<file path="config.mk">
export PLATFORM = sky130hd
export DESIGN_NAME = bit_serial_adder_flat
export DESIGN_NICKNAME = d
export VERILOG_FILES = /design/src/rtl/bit_serial_adder_pkg.sv /design/src/rtl/bit_serial_adder_if.sv /design/src/rtl/bit_serial_adder_fa_bit.sv /design/src/rtl/bit_serial_adder.sv /design/src/flat_wrapper.sv
export SDC_FILE = /design/constraint.sdc
export NUM_CORES = 1
export LEC_CHECK = 0
export ABC_AREA = 1
export CORE_AREA = 2 2 63 65
export CTS_BUF_LIST = sky130_fd_sc_hd__clkbuf_4 sky130_fd_sc_hd__clkbuf_8
export DETAILED_ROUTE_END_ITERATION = 8
export DIE_AREA = 0 0 65 67
export GPL_ROUTABILITY_DRIVEN = 0
export PLACE_DENSITY = 0.84
export SETUP_SLACK_MARGIN = 0.5
export SLEW_MARGIN = 20
export SYNTH_ARGS = -nofsm -noshare
export SYNTH_HDL_FRONTEND = slang
export SYNTH_SLANG_ARGS = --single-unit
</file>
<file path="constraint.sdc">
create_clock -name clk -period 3.2 [get_ports clk]
set_clock_uncertainty 0.2 [all_clocks]
set_input_delay 0.96 -clock clk [delete_from_list [all_inputs] [get_ports clk]]
set_output_delay 0.96 -clock clk [all_outputs]
set_load 0.05 [all_outputs]
</file>
<file path="src/rtl/bit_serial_adder_pkg.sv">
// Shared definitions for the bit-serial adder slice.
// Contents:
//   state_t  - FSM state encoding (IDLE / RUN / DONE), 2 bits wide
//   STATE_W  - width of the FSM state register
package bit_serial_pkg;

    localparam int STATE_W = 2;

    typedef enum logic [STATE_W-1:0] {
        IDLE = 2'b00,
        RUN  = 2'b01,
        DONE = 2'b10
    } state_t;

endpackage

</file>
<file path="src/rtl/bit_serial_adder_if.sv">
// Start/done handshake bundle between the issuing logic and the bit-serial adder.
// Signals:
//   start  - request, accepted only while the adder is idle or done
//   a, b   - operands (WIDTH bits), cin - carry-in; captured on an accepted start
//   busy   - high while an addition is in progress
//   done   - one-cycle pulse when a new result is available
//   sum    - registered result (WIDTH bits), cout - registered final carry
// Modports: master = issuing logic, slave = adder.
interface bit_serial_adder_if #(
    parameter int WIDTH = 8
);
    logic             start;
    logic [WIDTH-1:0] a;
    logic [WIDTH-1:0] b;
    logic             cin;
    logic             busy;
    logic             done;
    logic [WIDTH-1:0] sum;
    logic             cout;

    modport master (
        output start, a, b, cin,
        input  busy, done, sum, cout
    );

    modport slave (
        input  start, a, b, cin,
        output busy, done, sum, cout
    );
endinterface

</file>
<file path="src/rtl/bit_serial_adder_fa_bit.sv">
// Purely combinational one-bit full adder; the single arithmetic cell the
// serial adder reuses every cycle.
// Ports:
//   a_i, b_i, cin_i - operand bits and carry-in
//   s_o             - sum bit
//   cout_o          - carry-out
module fa_bit (
    input  logic a_i,
    input  logic b_i,
    input  logic cin_i,
    output logic s_o,
    output logic cout_o
);

    logic halfSum;

    assign halfSum = a_i ^ b_i;
    assign s_o     = halfSum ^ cin_i;
    assign cout_o  = (a_i & b_i) | (cin_i & halfSum);

endmodule

</file>
<file path="src/rtl/bit_serial_adder.sv">
// Multi-bit adder that streams operands LSB first through one full-adder
// cell, producing one sum bit per clock. A carry flip-flop chains the bits.
// Ports:
//   clk  - clock, all state changes on the rising edge
//   rst  - synchronous active-high reset
//   bus  - slave side of bit_serial_adder_if (start/a/b/cin in,
//          busy/done/sum/cout out)
// A result takes WIDTH cycles of RUN; done pulses in the following cycle.
module bit_serial_adder
    import bit_serial_pkg::*;
#(
    parameter int WIDTH = 8
) (
    input  logic               clk,
    input  logic               rst,
    bit_serial_adder_if.slave  bus
);

    localparam int               CNT_W    = $clog2(WIDTH + 1);
    localparam logic [CNT_W-1:0] LAST_CNT = CNT_W'(WIDTH - 1);

    state_t           state_q, state_d;
    logic [CNT_W-1:0] cnt_q;
    logic [WIDTH-1:0] sa_q, sb_q, acc_q, sum_q;
    logic             carry_q, cout_q;
    logic [WIDTH-1:0] accNext;
    logic             faSum, faCout;
    logic             accept, lastBit;

    // A new request is only taken when no addition is in flight.
    assign accept  = bus.start && ((state_q == IDLE) || (state_q == DONE));
    assign lastBit = (state_q == RUN) && (cnt_q == LAST_CNT);

    fa_bit uFa (
        .a_i    (sa_q[0]),
        .b_i    (sb_q[0]),
        .cin_i  (carry_q),
        .s_o    (faSum),
        .cout_o (faCout)
    );

    // New sum bits enter at the MSB so that after WIDTH shifts the LSB
    // computed first has reached bit 0. A one-bit adder has nothing to shift.
    generate
        if (WIDTH == 1) begin : gNarrow
            assign accNext = faSum;
        end else begin : gWide
            assign accNext = {faSum, acc_q[WIDTH-1:1]};
        end
    endgenerate

    // State register.
    always_ff @(posedge clk) begin
        if (rst) begin
            state_q <= IDLE;
        end else begin
            state_q <= state_d;
        end
    end

    // Next-state logic.
    always_comb begin
        state_d = state_q;
        case (state_q)
            IDLE:    if (bus.start) state_d = RUN;
            RUN:     if (cnt_q == LAST_CNT) state_d = DONE;
            DONE:    state_d = bus.start ? RUN : IDLE;
            default: state_d = IDLE;
        endcase
    end

    // Status outputs decoded straight from the state.
    always_comb begin
        bus.busy = (state_q == RUN);
        bus.done = (state_q == DONE);
    end

    // Datapath: operand capture, serial shifting, and the result registers,
    // which are written only on the final bit so partial sums never leak out.
    always_ff @(posedge clk) begin
        if (rst) begin
            sa_q    <= '0;
            sb_q    <= '0;
            acc_q   <= '0;
            carry_q <= 1'b0;
            cnt_q   <= '0;
            sum_q   <= '0;
            cout_q  <= 1'b0;
        end else if (accept) begin
            sa_q    <= bus.a;
            sb_q    <= bus.b;
            acc_q   <= '0;
            carry_q <= bus.cin;
            cnt_q   <= '0;
        end else if (state_q == RUN) begin
            acc_q   <= accNext;
            sa_q    <= sa_q >> 1;
            sb_q    <= sb_q >> 1;
            carry_q <= faCout;
            cnt_q   <= cnt_q + 1'b1;
            if (lastBit) begin
                sum_q  <= accNext;
                cout_q <= faCout;
            end
        end
    end

    assign bus.sum  = sum_q;
    assign bus.cout = cout_q;

endmodule

</file>
<file path="src/flat_wrapper.sv">
// flat-port wrapper written by rule: the top's interface ports become plain ports
module bit_serial_adder_flat import bit_serial_pkg::*;
#(
    parameter int WIDTH = 8
)
  (clk, rst, bus_start, bus_a, bus_b, bus_cin, bus_busy, bus_done, bus_sum, bus_cout);
  bit_serial_adder_if #(.WIDTH(WIDTH)) bus_i ();
  input  logic clk;
  input  logic rst;
  input wire logic [$bits(bus_i.start)-1:0] bus_start;
  input wire logic [$bits(bus_i.a)-1:0] bus_a;
  input wire logic [$bits(bus_i.b)-1:0] bus_b;
  input wire logic [$bits(bus_i.cin)-1:0] bus_cin;
  output wire logic [$bits(bus_i.busy)-1:0] bus_busy;
  output wire logic [$bits(bus_i.done)-1:0] bus_done;
  output wire logic [$bits(bus_i.sum)-1:0] bus_sum;
  output wire logic [$bits(bus_i.cout)-1:0] bus_cout;
  assign bus_i.start = bus_start;
  assign bus_i.a = bus_a;
  assign bus_i.b = bus_b;
  assign bus_i.cin = bus_cin;
  assign bus_busy = bus_i.busy;
  assign bus_done = bus_i.done;
  assign bus_sum = bus_i.sum;
  assign bus_cout = bus_i.cout;
  bit_serial_adder #(.WIDTH(WIDTH)) u_core (.clk(clk), .rst(rst), .bus(bus_i));
endmodule
</file>
# Word-level counts from Yosys, hierarchy flattened
# Index checks and enable logic that the tools add are counted.
totals:
  input_bits: 20
  out_inout_bits: 11
  ff_bits: 40
  word_cells: 38
op_classes:
  addsub: 1
  n_mux: 10
  reduce_logical: 8
  bitwise: 6
  eq_ne: 5
op_table:
  columns: ["cell", "count"]
  rows:
  - ["$mux 8", 4]
  - ["$pmux 2 s3", 1]
  - ["$add 4x1->4 const B", 1]
  - ["$eq 4x3->1 const B", 1]
  - ["$mux 2", 2]
  - ["$mux 1", 3]
  - ["$reduce_and 3->1", 1]
  - ["$and 1x1->1", 2]
  - ["$eq 2x1->1 const B", 1]
  - ["$eq 2x2->1 const B", 1]
  - ["$logic_and 1x1->1", 2]
  - ["$logic_not 2->1", 1]
  - ["$ne 2x1->1 const B", 1]
  - ["$ne 2x2->1 const B", 1]
  - ["$reduce_and 2->1", 1]
  - ["$reduce_bool 2->1", 1]
  - ["$reduce_or 2->1", 1]
  - ["$xor 1x1->1", 2]
  - ["$logic_or 1x1->1", 1]
  - ["$not 1->1", 1]
  - ["$or 1x1->1", 1]

# Logic depth before layout (Yosys ltp)
logic_depth:
  word_depth: 5
  mapped_depth: 7
  ltp_nobuf: 7

# By module
# A second synthesis with hierarchy kept.
hier_totals:
  cells_unflattened: 256
  area_unflattened_um2: 1811.7
modules_own_cells:
  columns: ["mod", "seq_area_each_um2", "n_inst", "area_per_inst_um2", "cells_each"]
  rows:
  - ["bit_serial_adder", 780.7, 1, 1791.7, 255]
  - ["fa_bit", 0.0, 1, 20.0, 1]

# Least setup slack after synthesis
# OpenSTA, ideal clock, no wires.
synth_path:
  path_kind: "reg-to-output"
  start: "register u_core.state_q[0]"
  end: "output bus_done"
  t_arrival_ns: 1.257
  required_ns: 2.040
  path_slack_ns: 0.783
  stages_incl_launch_ff: 4
  path_buffers: 2
  cell_sequence: "dfxtp_1 > buf_6 > buf_4 > nor2_1"
synth_between:
  elab_chain_len: 1
synth_lines:
  columns: ["element", "line_no", "text"]
  rows:
  - ["start, declared", "bit_serial_adder.sv:22", "state_t state_q, state_d;"]
  - ["start signal, assigned", "bit_serial_adder.sv:57", "state_q <= state_d;"]
  - ["$eq 2x2->1", "bit_serial_adder.sv:75", "bus.done = (state_q == DONE);"]
  - ["end, declared", "flat_wrapper.sv:15", "output wire logic [$bits(bus_i.done)-1:0] bus_done;"]
# No other way between the ends.

# Final worst setup path
layout_path:
  start: "register u_core.state_q[0]"
  end: "output bus_busy"
layout_between:
  elab_chain_len: 1
layout_lines:
  columns: ["element", "line_no", "text"]
  rows:
  - ["$eq 2x1->1", "bit_serial_adder.sv:74", "bus.busy = (state_q == RUN);"]
  - ["end, declared", "flat_wrapper.sv:14", "output wire logic [$bits(bus_i.busy)-1:0] bus_busy;"]
# No other way between the ends.

==> results.md <==
* Hold Crit Class: reg2reg
* Total power at a little over 1 mW
* Io pins at 31
* Sequential power share at between 40% and 50%
* Clk_lat worst skew at roughly 0.29 ns
* N_diodes at 0
* Setup crit start: u_core.state_q[0]
* Hold path endpoint: u_core.bus.sum[5]
* Pwr Density at roughly 450 nW/um2
* Register bit total from synthesis at 39
* GR Overflow Total at 0
* Post-Synth Simple-Gate Area at between 30% and 40%
* Initial antenna violation count at 0
* Slew headroom at 67.2%
* Register area share after synthesis at approximately two fifths
* Post-DP HPWL at 2.37 mm
* Max VDD drop at between 0.3 and 0.4 mV
* Netlist cell types at 23
* XOR/XNOR Fraction of Synth Area at 0%
* Die W at 65 um
* Synthesized area at 1960 um2
* Fin. Hold Viols at 0
* Post-CTS Resized at 1
* Mean area per synthesized cell at ~8 um2
* Hold depth at 2
* Switching share of power at 25.8%
* Largest net degree at the start of global routing at 27
* Multiplexer share of the synthesized area at 0%
* Port buffer count at 30
* Cell count after synthesis at 239
* Vias in the first global route at around 1.5k
* NumNets Final at approximately 290
* Most common cell after layout, fill and taps aside: nand3_1
* Hold path start: u_core.bus.sum[5]
* Ranking of synthesized cells by area: dfxtp_1 40%, nand3_1 14%, nand2_1 8.8%
* Comb power frac at between 10 and 15%
* Die height at around 67 um
* Fin Hold WS at ~0.26 ns
* Post-route ant nets at 0
* Worst-Margin Slew at between 0.4 and 0.5 ns
* Worst Setup Start Kind: flop
* Drt total wl at 3.62 mm
* Largest family of logic cells by synthesized area: simple AND/OR/NAND/NOR gates
* Status: completed
* LEAKAGE at slightly above 0.9 nW
* Period Utilization, post-route at between 80% and 90%
* Root Driver: clkbuf_8
* Area grow syn2layout at 18.3%
* Max Buffers Root-to-Sink at 2
* RR Startpoint: u_core.state_q[0]
* Reg2reg setup slack at 1.45 ns
* Post-CTS Hold Fix Bufs at 0
* Final Max Slew Viols at 0
* Max Cap Viol at 0
* R2R depth at 6
* Yosys top cell area share at 39.8%
* First-pass GRT wire length at between 6 and 7 mm
* Tmin final at roughly 2.7 ns
* Async set or reset register ratio after synthesis at 0%
* Postcts setup bufs at 0
* DRC viols at 0
* Commonest non-fill, non-tap cells in the layout: 55 x nand3_1, 46 x nand2_1, 39 x dfxtp_1
* Core Region at about 3600 um2
* CP Max Fanout at 26
* 1st-pass router iterations at 4
* CP endpoint kind: output pin
* P_int at 770 uW
* Row Count at 22
* Avg Vias per Cell at between 5 and 6
* NetSw at about 270 uW
* Post-synth top area cell: dfxtp_1
* WS Path Type: reg2out
* CTS tree: yes
* RSZ-0062 raised after global routing: true
* F_max at about 380 MHz
* Initial Utilization at about 54%
* WL per Instance at about 11 um
* H-Tree Depth at 2
* Clk network pwr share at roughly 36%
* Gr usage total at about a fifth
* Number of flops mapped to enable cells by yosys at 0
* Setup TNS at 0 ns
* CTS clk-pin slew, worst paths at 0.07 ns
* Die area at approximately 4400 um2
* FF-to-FF End: u_core.bus.sum[4]
* Syn Nets at roughly 260
* Clock sinks at 39
* CP required at slightly above 2 ns
* Share of cells above drive strength 1 at 22.1%
* First DRT Iteration DRCs at about 120
* Most used DFF post-synth: dfxtp_1
* Via count at roughly 1.6k
* Warnings from Yosys at 0
* Compound-Gate Fraction of Synth Area at under 10%
* Final setup fails at 0
* Number of CTS-inserted buffers at 5
* Data arrival time of the worst path at 1.50 ns
* Post-Synth Adder-Cell Area at about 1.7%
power groups by stage:
stage	logic [mW]	clock network, mW	registers (mW)
2_1_floorplan	0.123	0	0.523
3_3_place_gp	0.149	0	0.525
3_5_place_dp	0.151	0	0.526
4_1_cts	0.152	0.379	0.514
5_1_grt	0.167	0.397	0.517
6_report	0.151	0.371	0.514
kinds of logic (layout without fill, tap and decap cells):
logic type      after synthesis  after routing
simple gates                134            134
buf+inv                      38             66
compound gates               26             26
fa+ha+maj                     2              2
flops                        39             39
cells in the mapped netlist (2+ instances only):
cell type / n
inv_4: 3
inv_2: 2
buf_4: 5
inv_1: 19
nand2_2: 8
nand3_1: 55
a21oi_2: 17
dfxtp_1: 39
nand2_8: 2
nand3_2: 10
buf_6: 5
a21oi_1: 9
nor2_1: 10
nand2_1: 46
worst max-delay path by stage:
stage                          end  cells after the start  slack, ns
final                     bus_busy                      4       0.54
after global routing      bus_busy                      4       0.44
after CTS                 bus_busy                      4       0.53
after detailed placement  bus_done                      3       0.65
after global placement    bus_done                      3       0.67
after floorplan           bus_done                      3       0.78
area by class of cell:
type,count,area (um2)
fillers,317,1290
multi-input cells,162,940
flip-flops and latches,39,781
repair buffers,33,328
inverters,25,108
clock buffers,8,104
well taps,48,60.1
through the flow:
stage          instance area [um2]  instances  setup WS (ns)  util [%]
2_1_floorplan                 1960        239          0.783         -
3_3_place_gp                  2220        307          0.667      61.6
3_5_place_dp                  2220        307          0.651      61.6
4_1_cts                       2320        315          0.526      64.4
5_1_grt                       2320        315          0.443      64.3
6_report                      2320        315          0.540      64.3
critical path, cell delays in order, from the launching register on:
cell     delay (ns)
dfxtp_1        0.33
buf_4          0.27
nand2_8        0.19
inv_4          0.24
buf_12         0.17
routing by layer:
layer	vias to the layer above	share of wire [%]	global-route usage, %
li1	840	-	-
met2	33	50	33.1
met3	4	3.2	5.07
met4	0	1.7	8.24
met1	743	45	23.0
met5	-	0	0
sequential cells by signal (all words and copies together) (netlist names):
signal           count
u_core.bus.sum       8
u_core.acc_q         7
u_core.carry_q       1
u_core.sa_q          8
u_core.sb_q          8
u_core.state_q       2
u_core.cnt_q         4
u_core.bus.cout      1
No activity file was read; power rests on OpenSTA's default activity.
